**config.mk**
```make
export PLATFORM = sky130hd
export DESIGN_NAME = ex_md
export DESIGN_NICKNAME = d
export VERILOG_FILES = /design/src/rtl/ex_md_pkg.sv /design/src/rtl/ex_md_step.sv /design/src/rtl/ex_md.sv
export SDC_FILE = /design/constraint.sdc
export NUM_CORES = 1
export LEC_CHECK = 0
export CORE_MARGIN = 3
export CORE_UTILIZATION = 38
export DETAILED_ROUTE_END_ITERATION = 16
export GPL_ROUTABILITY_DRIVEN = 0
export PLACE_DENSITY_LB_ADDON = 0.2
export REMOVE_ABC_BUFFERS = 1
export SKIP_CTS_REPAIR_TIMING = 1
export SLEW_MARGIN = 30
export SYNTH_ARGS = -nofsm -noshare
export SYNTH_HDL_FRONTEND = slang
export SYNTH_HIERARCHICAL = 1
export SYNTH_SLANG_ARGS = --single-unit
```
**constraint.sdc**
```tcl
create_clock -name clk -period 15.67 [get_ports clk]
set_input_delay 1.567 -clock clk [delete_from_list [all_inputs] [get_ports clk]]
set_output_delay 1.567 -clock clk [all_outputs]
set_load 0.01 [all_outputs]
```
**src/rtl/ex_md_pkg.sv**
```systemverilog
// Shared types and decode helpers for the ex_md multiply/divide unit.
package ex_md_pkg;

    typedef enum logic [1:0] {
        MD_IDLE = 2'd0,
        MD_CALC = 2'd1,
        MD_DONE = 2'd2
    } md_state_e;

    typedef enum logic [2:0] {
        MD_MUL    = 3'b000,
        MD_MULH   = 3'b001,
        MD_MULHSU = 3'b010,
        MD_MULHU  = 3'b011,
        MD_DIV    = 3'b100,
        MD_DIVU   = 3'b101,
        MD_REM    = 3'b110,
        MD_REMU   = 3'b111
    } md_funct_e;

    function automatic logic is_div(input md_funct_e f);
        return f[2];
    endfunction

    // Plain MUL keeps only the low word, which is the same for any signedness.
    function automatic logic rs1_signed(input md_funct_e f);
        return (f == MD_MULH) || (f == MD_MULHSU) || (f == MD_DIV) || (f == MD_REM);
    endfunction

    function automatic logic rs2_signed(input md_funct_e f);
        return (f == MD_MULH) || (f == MD_DIV) || (f == MD_REM);
    endfunction

endpackage

```
**src/rtl/ex_md_step.sv**
```systemverilog
// One combinational iteration: conditional add (multiply) or trial subtract (divide).
module ex_md_step #(
    parameter int XLEN = 32
) (
    input  logic            i_is_div,
    input  logic [XLEN:0]   i_hi,
    input  logic [XLEN-1:0] i_lo,
    input  logic [XLEN-1:0] i_opd,
    output logic [XLEN:0]   o_hi,
    output logic [XLEN-1:0] o_lo
);

    logic [XLEN:0]   w_sum;
    logic [XLEN+1:0] w_rem_sh;
    logic [XLEN:0]   w_trial;
    logic            w_fits;

    // NOTE: every output of a combinational block gets a value on every path,
    // otherwise synthesis infers a latch to hold the old one.
    always_comb begin
        w_sum    = i_hi + {1'b0, i_opd};
        w_sum    = i_lo[0] ? w_sum : i_hi;
        w_rem_sh = {i_hi, i_lo[XLEN-1]};
        w_fits   = (w_rem_sh >= {2'b00, i_opd});
        w_trial  = w_rem_sh[XLEN:0] - {1'b0, i_opd};
        if (i_is_div) begin
            o_hi = w_fits ? w_trial : w_rem_sh[XLEN:0];
            o_lo = {i_lo[XLEN-2:0], w_fits};
        end else begin
            o_hi = {1'b0, w_sum[XLEN:1]};
            o_lo = {w_sum[0], i_lo[XLEN-1:1]};
        end
    end

endmodule

```
**src/rtl/ex_md.sv**
```systemverilog
// Iterative RV M-extension execute unit: shift-add multiply, restoring divide,
// STEP_BITS result bits per cycle, flushable at any point.
module ex_md
    import ex_md_pkg::*;
#(
    parameter int XLEN      = 32,
    parameter int STEP_BITS = 1
) (
    input  logic            clk,
    input  logic            rst,
    input  logic            flush,
    input  logic            in_valid,
    output logic            in_ready,
    input  logic [2:0]      md_funct,
    input  logic [XLEN-1:0] rs1_data,
    input  logic [XLEN-1:0] rs2_data,
    output logic            out_valid,
    input  logic            out_ready,
    output logic [XLEN-1:0] result,
    output logic            busy
);

    localparam int N  = XLEN / STEP_BITS;
    localparam int CW = $clog2(N + 1);

    md_state_e       r_state, w_state_nxt;
    md_funct_e       r_funct, w_funct;
    logic [CW-1:0]   r_cnt;
    logic [XLEN:0]   r_hi;
    logic [XLEN-1:0] r_lo, r_opd, r_result;
    logic            r_neg;

    logic            w_accept, w_s1, w_s2, w_neg, w_div0, w_ovf, w_fast;
    logic [XLEN-1:0] w_mag1, w_mag2, w_fast_res, w_quo, w_rem, w_fix;
    logic [2*XLEN-1:0] w_prod;

    logic [XLEN:0]   w_hi [STEP_BITS+1];
    logic [XLEN-1:0] w_lo [STEP_BITS+1];

    assign w_hi[0] = r_hi;
    assign w_lo[0] = r_lo;

    for (genvar g = 0; g < STEP_BITS; g++) begin : g_step
        ex_md_step #(.XLEN(XLEN)) u_step (
            .i_is_div (is_div(r_funct)),
            .i_hi     (w_hi[g]),
            .i_lo     (w_lo[g]),
            .i_opd    (r_opd),
            .o_hi     (w_hi[g+1]),
            .o_lo     (w_lo[g+1])
        );
    end

    // Operand conditioning and the skip-CALC special cases, valid in the accept cycle.
    always_comb begin
        w_funct    = md_funct_e'(md_funct);
        w_s1       = rs1_signed(w_funct) & rs1_data[XLEN-1];
        w_s2       = rs2_signed(w_funct) & rs2_data[XLEN-1];
        w_mag1     = w_s1 ? -rs1_data : rs1_data;
        w_mag2     = w_s2 ? -rs2_data : rs2_data;
        w_neg      = (is_div(w_funct) && w_funct[1]) ? w_s1 : (w_s1 ^ w_s2);
        w_div0     = is_div(w_funct) && (rs2_data == '0);
        w_ovf      = ((w_funct == MD_DIV) || (w_funct == MD_REM)) &&
                     (rs1_data == {1'b1, {(XLEN-1){1'b0}}}) && (rs2_data == '1);
        w_fast     = w_div0 || w_ovf;
        w_fast_res = w_div0 ? (w_funct[1] ? rs1_data : '1)
                            : (w_funct[1] ? '0 : rs1_data);
    end

    // Sign fix-up applied to the final iteration's outputs on entry to DONE.
    always_comb begin
        w_prod = {w_hi[STEP_BITS][XLEN-1:0], w_lo[STEP_BITS]};
        w_prod = r_neg ? -w_prod : w_prod;
        w_quo  = r_neg ? -w_lo[STEP_BITS] : w_lo[STEP_BITS];
        w_rem  = r_neg ? -w_hi[STEP_BITS][XLEN-1:0] : w_hi[STEP_BITS][XLEN-1:0];
        if (!is_div(r_funct))
            w_fix = (r_funct == MD_MUL) ? w_prod[XLEN-1:0] : w_prod[2*XLEN-1:XLEN];
        else
            w_fix = r_funct[1] ? w_rem : w_quo;
    end

    always_comb begin
        w_state_nxt = r_state;
        w_accept    = 1'b0;
        unique case (r_state)
            MD_IDLE: if (in_valid) begin
                w_accept    = 1'b1;
                w_state_nxt = w_fast ? MD_DONE : MD_CALC;
            end
            MD_CALC: if (r_cnt == CW'(1)) w_state_nxt = MD_DONE;
            MD_DONE: if (out_ready) w_state_nxt = MD_IDLE;
            default: w_state_nxt = MD_IDLE;
        endcase
        if (flush) begin
            w_state_nxt = MD_IDLE;
            w_accept    = 1'b0;
        end
    end

    // NOTE: registered state uses non-blocking assignments so every flop
    // samples pre-edge values regardless of statement order.
    always_ff @(posedge clk) begin
        if (rst) r_state <= MD_IDLE;
        else     r_state <= w_state_nxt;
    end

    always_ff @(posedge clk) begin
        if (rst) begin
            r_funct  <= MD_MUL;
            r_cnt    <= '0;
            r_hi     <= '0;
            r_lo     <= '0;
            r_opd    <= '0;
            r_neg    <= 1'b0;
            r_result <= '0;
        end else if (w_accept) begin
            r_funct <= w_funct;
            r_cnt   <= CW'(N);
            r_hi    <= '0;
            r_lo    <= is_div(w_funct) ? w_mag1 : w_mag2;
            r_opd   <= is_div(w_funct) ? w_mag2 : w_mag1;
            r_neg   <= w_neg;
            if (w_fast) r_result <= w_fast_res;
        end else if (r_state == MD_CALC && !flush) begin
            r_cnt <= r_cnt - CW'(1);
            r_hi  <= w_hi[STEP_BITS];
            r_lo  <= w_lo[STEP_BITS];
            if (r_cnt == CW'(1)) r_result <= w_fix;
        end
    end

    assign in_ready  = (r_state == MD_IDLE);
    assign out_valid = (r_state == MD_DONE);
    assign busy      = (r_state != MD_IDLE);
    assign result    = r_result;

endmodule

```
==> results.md, run 1 <==
* CP Max Fanout at 26
* RSZ-0062 raised after global routing: false
* First-pass DRT Iterations at 6
* Buffer and inverter count on the worst path at 2
* Syn. warnings at 6
* Avg Vias per Cell at 6.41
* R2r setup slk at 8880 ps
* Number of global-route vias before repair at 16700
* CTS Buf Count at 17
* Reg2reg start: r_opd[27]
* Headroom to the max-slew limit at 33.2%
* Critical Path, Cell by Cell: inv_1, ha_1, and4_1, nand3_1, nor3_1, nand3_1, o221ai_1, a21o_1, buf_4, nand2_1, o21ai_1, a21oi_1, nor4_1, nor3b_1, nand3_1, a311oi_1, o21ai_0, a2111oi_0, nor4_1
* Hold path start: r_opd[6]
* Slowest stage delay, CP at 820 ps
* Static leakage at 6.60 nW
* Slew at the pin closest to its max-slew limit at 999 ps
* Slowest cell on crit path: a2111oi_0
* Avg Inst Size Synth at 7.05 um2
* Clk_skew at 12.0 ps
* CTS Sinks at 141
* Final setup violation count at 0
* Io pins at 107
* Root buffer cell: clkbuf_16
* Starting Density at 38.6%
* Worst Setup End Kind: flip-flop
* Placement Rows at 74
* Core area at 40900 um2
* Number of flops mapped to enable cells by yosys at 0
* Netlist cell types at 101
* Hold path endpoint: r_opd[6]
* Most used cell, CP: nand3_1
* Net switching power at 534 uW
* CTS tree: done
* Area Growth Syn to Fin at 13.1%
* Fill cells at 4242
* Largest net degree at the start of global routing at 77
* Worst hold path type: flip-flop to flip-flop
* Period minus WS final at 6790 ps
* Clock power share at 34.3%
* H-tree depth at 4
* Final Hold Viols at 0
* Final HPWL DP at 49800 um
* Min-Delay Path Depth at 2
* R2R Path End: result[20]
* #FFs+latches synth at 141
* Die Wd at 210 um
* Total GRT Usage at 29.3%
* Max-cap violations at 0
* Gate power share at 37.7%
* Netlist Area Pre-Place at 15800 um2
* Cell internal pwr at 851 uW
* Type of origin of the critical path: flip-flop
* Initial antenna violation count at 1
* Share of cells above drive strength 1 at 8.06%
* Cells after synthesis at 2240
* First-pass GRT wire length at 101000 um
* Clk slew on worst S/H paths at 70 ps
* Max Clock Freq at 0.147 GHz
* ANT nets after route at 0
* Die H at 210 um
* Worst-skew pair later-pin latency at 450 ps
* I/O Buffers at 106
* WL per Instance at 23.8 um
* Final #Nets at 2391
* Final Max Tran Viols at 0
* Sequential share of power at 28.0%
* Detailed Route Iter0 Violations at 2393
* Tcrit/Tclk final at 43.4%
* Buffer depth of the longest clock path at 2
* VDD IR-drop max at 0.0000810 V
* Cell family with most CP delay: compound AO/OA/AOI/OAI gates
* # DRC at 0
* GRT Residual Overflow at 0
* Worst hold margin at 474 ps
* Async SR Flop Fraction at 0%
* CP Class: flip-flop to flip-flop
* Sequential area share after synthesis at 17.9%
* Top_reg_cell synth: dfxtp_1
* Vias post-DR at 17900
* PwrDens at 77.5 nW/um2
* Routed wire length at 66500 um
* Setup TNS Final at 0 ps
* Status: completed
* Switching Share at 38.6%
* Critical path required time at 15970 ps
* Reg2Reg Depth at 19
* Die area at 44100 um2
* Crit path DAT at 7090 ps
==> cell type report <==
| cell class | instances | area, um2 | share of cell area (%) |
|---|---|---|---|
| multi-input cells | 1869 | 12100 | 67.6 |
| flip-flops and latches | 141 | 2830 | 15.8 |
| repair buffers | 149 | 1370 | 7.69 |
| well taps | 532 | 666 | 3.73 |
| clock buffers | 21 | 480 | 2.69 |
| inverters | 68 | 255 | 1.43 |
| clock inverters | 11 | 186 | 1.04 |
| diodes | 2 | 5.00 | 0.0280 |
==> layer usage <==
layer	routed length, um	vias to the layer above	track usage, %	share of wire (%)
met4	4030	0	15.4	6.1
li1	-	8281	-	-
met2	28900	989	45.2	43
met3	6150	206	4.78	9.2
met1	27500	8433	39.3	41
met5	0	-	0	0
==> power groups by stage <==
stage / Combinational [mW] / Sequential (mW) / Clock (mW)
4_1_cts: 0.506 / 0.387 / 0.478
3_3_place_gp: 0.500 / 0.394 / 0
6_report: 0.522 / 0.387 / 0.475
5_1_grt: 0.561 / 0.389 / 0.491
2_1_floorplan: 0.327 / 0.395 / 0
3_5_place_dp: 0.503 / 0.395 / 0
==> tightest hold or removal path: cells and delay by family, from the launching register on <==
kind | cells | cell delay, ps
compound gates | 1 | 50
simple gates | 1 | 60
flops | 1 | 320
==> through the flow <==
stage               setup slack (ps)  std cells  area [um2]  util [%]  total power, mW
detailed placement              9120       2759       17200      42.0            0.898
floorplan                       7430       2078       15100         -            0.723
CTS                             9120       2791       17900      43.6             1.37
global route                    8470       2791       17900      43.6             1.44
finish                          8880       2793       17900      43.7             1.38
global placement                9280       2759       17200      42.0            0.894
==> flip-flops by register name, indices dropped and copies added, names as in the netlist <==
name / cells
r_hi: 33
r_lo: 32
r_opd: 32
result: 32
r_cnt: 6
r_funct: 3
r_state: 2
r_neg: 1
==> worst max path at each step <==
stage,slack [ps],depth (start not counted),startpoint,to
2_1_floorplan,7430,4,flush,result[2]
3_3_place_gp,9280,20,r_lo[31],result[20]
3_5_place_dp,9120,20,r_lo[31],result[20]
4_1_cts,9120,20,r_lo[31],result[20]
5_1_grt,8470,19,r_opd[27],result[20]
6_report,8880,19,r_opd[27],result[20]
==> cells by family (layout without fill, tap and decap cells) <==
| family | Yosys count | in the layout | synth area share (%) |
|---|---|---|---|
| other | 0 | 2 | 0 |
| buffers and inverters | 230 | 249 | 5.86 |
| AND/OR/NAND/NOR | 851 | 851 | 25.8 |
| AO/OA/AOI/OAI | 697 | 697 | 29.7 |
| multiplexers | 78 | 78 | 5.30 |
| adder cells (fa/ha/maj) | 88 | 88 | 6.83 |
| flip-flops | 141 | 141 | 17.9 |
| XOR/XNOR | 155 | 155 | 8.59 |
==> cells in the final DEF, fill, tap and decap left out, drive strengths merged, types with 23 or more instances in the layout <==
master,count
mux2i,42
mux2,35
nor3,54
a31oi,33
buf,45
nand3,47
clkdlybuf4s50,104
nand2,341
xnor2,77
ha,71
a211oi,39
dfxtp,141
nor4,40
a21oi,193
o211ai,23
inv,67
o21ai,132
a21o,40
o31ai,24
xor2,78
nor2,174
nand4,31
or4,25
a311oi,32
nor2b,25
o22ai,26
==> synthesized netlist by cell type, types with 32 or more instances <==
master / count / area share [%]
nand3_1: 47 / 1.5
a31oi_1: 32 / 1.3
mux2_2: 34 / 2.4
xnor2_1: 77 / 4.3
nor3_1: 51 / 1.6
inv_1: 67 / 1.6
xor2_1: 78 / 4.3
o21ai_0: 119 / 3.8
mux2i_1: 42 / 2.7
ha_1: 71 / 5.6
a21oi_1: 189 / 6.0
clkbuf_1: 129 / 3.1
nor2_1: 173 / 4.1
a211oi_1: 37 / 1.8
a21o_1: 40 / 1.9
dfxtp_1: 141 / 18
nor4_1: 38 / 1.5
nand2_1: 340 / 8.1
(Power assumes the default switching activity.)
==> run 2, diff against run 1 <==
==> constraint.sdc (replaced) <==
create_clock -name clk -period 6.8 [get_ports clk]
set_input_delay 0.68 -clock clk [delete_from_list [all_inputs] [get_ports clk]]
set_output_delay 0.68 -clock clk [all_outputs]
set_load 0.01 [all_outputs]
==> results.md, run 2 (synthesis results as in run 1) <==
* PwrDens at 173 nW/um2
* Vias post-DR at 18000
* Top reg by flops: r_hi
* Multi-input logic area at 12100 um2
* WL per Instance at 23.6 um
* Tcrit/Tclk final at 93.5%
* Initial antenna violation count at 2
* # DRC at 0
* Die area at 44100 um2
* Placement Rows at 74
* Io pins at 107
* Fin util at 43.9%
* Area Growth Syn to Fin at 13.7%
* Die H at 210 um
* Reg2reg start: r_lo[31]
* First-pass DRT Iterations at 7
* Cell family with most CP delay: compound AO/OA/AOI/OAI gates
* RSZ-0062 raised after global routing: false
* Slowest cell on crit path: or4_1
* Placed Area at 17300 um2
* Critical path required time at 7080 ps
* Share of cells above drive strength 1 at 8.95%
* GRT Residual Overflow at 0
* Starting Density at 38.6%
* Headroom to the max-slew limit at 27.4%
* Final Hold Viols at 0
* Type of origin of the critical path: flip-flop
* Pwr Total at 3.11 mW
* R2R Path End: result[29]
* First-pass GRT wire length at 99200 um
* Reg2Reg Depth at 20
* Detailed Route Iter0 Violations at 2265
* Period minus WS final at 6360 ps
* Final #Nets at 2412
* Max-cap violations at 0
* Final Max Tran Viols at 0
* Largest net degree at the start of global routing at 88
* Crit path DAT at 6630 ps
* Hold path endpoint: r_opd[2]
* CTS tree: done
* I/O Buffers at 106
* Design Area, Final at 18000 um2
* Most frequent cells in the layout: nand2_1 (340), a21oi_1 (189), nor2_1 (172), dfxtp_1 (138), o21ai_0 (117)
* Routed wire length at 66300 um
* Clk slew on worst S/H paths at 70 ps
* Clk_skew at 15.8 ps
* Number of global-route vias before repair at 16500
* ANT nets after route at 0
* Worst-skew pair later-pin latency at 450 ps
* Slew at the pin closest to its max-slew limit at 1090 ps
* Static leakage at 6.67 nW
* Most common cell after layout, fill and taps aside: nand2_1
* CP Class: flip-flop to flip-flop
* CTS Buf Count at 17
* CP Max Fanout at 23
* Total GRT Usage at 28.8%
* CTS Sinks at 141
* Avg Vias per Cell at 6.40
* Root buffer cell: clkbuf_16
* Worst Setup End Kind: flip-flop
* Buffer and inverter count on the worst path at 3
* H-tree depth at 4
* Hold path start: r_opd[2]
* Register area at 2830 um2
* Fill cells at 4337
* Largest register FFs at 33
* Die Wd at 210 um
* Worst hold path type: flip-flop to flip-flop
* VDD IR-drop max at 0.000179 V
* Min-Delay Path Depth at 2
* Max Clock Freq at 0.157 GHz
* Final HPWL DP at 50000 um
* R2r setup slk at 440 ps
* Final setup violation count at 0
* Critical Path Source: r_lo[31]
* Core area at 40900 um2
* Slowest stage delay, CP at 660 ps
* Ant diodes at 0
* Status: completed
* Buffer depth of the longest clock path at 2
* Critical Path, Cell by Cell: inv_1, ha_1, inv_1, fa_1, a211oi_1, nor3_1, o31a_1, o21a_1, a221o_1, a21o_1, buf_4, nand2_1, a31oi_1, or4_1, or2_2, nor4_1, a31oi_1, xor2_1, a211oi_1, a2111oi_2
## run 2: changes by cell type in the layout (fill, tap and decap cells not counted), sizes merged
cell,delta
buf,+21
bufinv,-3
clkbuf,-2
clkinv,-1
clkinvlp,+2
diode,-2
inv,+4
## run 2: tightest hold or removal path, stage by stage (launching register included)
cell and delay [ps]:
dfxtp_1 320, nand2_1 60, a21oi_1 50
## run 2: area by class of cell
| type | instances | area share [%] |
|---|---|---|
| Clock inverter | 13 | 0.850 |
| Multi-Input combinational cell | 1869 | 67.2 |
| Timing Repair Buffer | 170 | 8.53 |
| Clock buffer | 19 | 2.52 |
| Inverter | 68 | 1.42 |
| Sequential cell | 141 | 15.7 |
| Tap cell | 532 | 3.71 |
## run 2: worst max path at each step
| stage | cells past startpoint | slack, ps | end |
|---|---|---|---|
| finish | 20 | 440 | result[29] |
| global route | 24 | 120 | result[18] |
| CTS | 20 | 560 | result[29] |
| detailed placement | 20 | 600 | result[29] |
| global placement | 24 | 610 | result[18] |
| floorplan | 4 | -560 | result[2] |
## run 2: through the flow
stage / TNS (ps) / hold slack (ps) / cells / setup WS, ps
after floorplan: -8380 / 443 / 2078 / -558
after global placement: 0 / 460 / 2780 / 611
after detailed placement: 0 / 470 / 2780 / 601
after CTS: 0 / 478 / 2812 / 560
after global routing: 0 / 489 / 2812 / 122
final: 0 / 473 / 2812 / 445
## run 2: power breakdown
part           internal (mW)  leakage [nW]  switching [mW]
Clock                  0.567         0.287           0.427
Sequential             0.857          1.15          0.0365
Combinational          0.432          5.23           0.788
## run 2: routing by layer
layer,wire (um),GRT usage [%],up-vias
met4,3160,12.3,2
met1,28100,38.6,8499
met5,13,0,-
met3,5400,3.66,189
met2,29600,46.6,980
li1,-,-,8329
==> run 3, diff against run 2 <==
==> constraint.sdc (replaced) <==
create_clock -name clk -period 6.8 [get_ports clk]
set_input_delay 0.68 -clock clk [delete_from_list [all_inputs] [get_ports clk]]
set_output_delay 0.68 -clock clk [all_outputs]
set_load 0.1 [all_outputs]
==> results of run 3 <==
The final DEF is identical to that of run 2. Status: completed.
Main changes from that run: total power 3.11 mW -> 3.12 mW
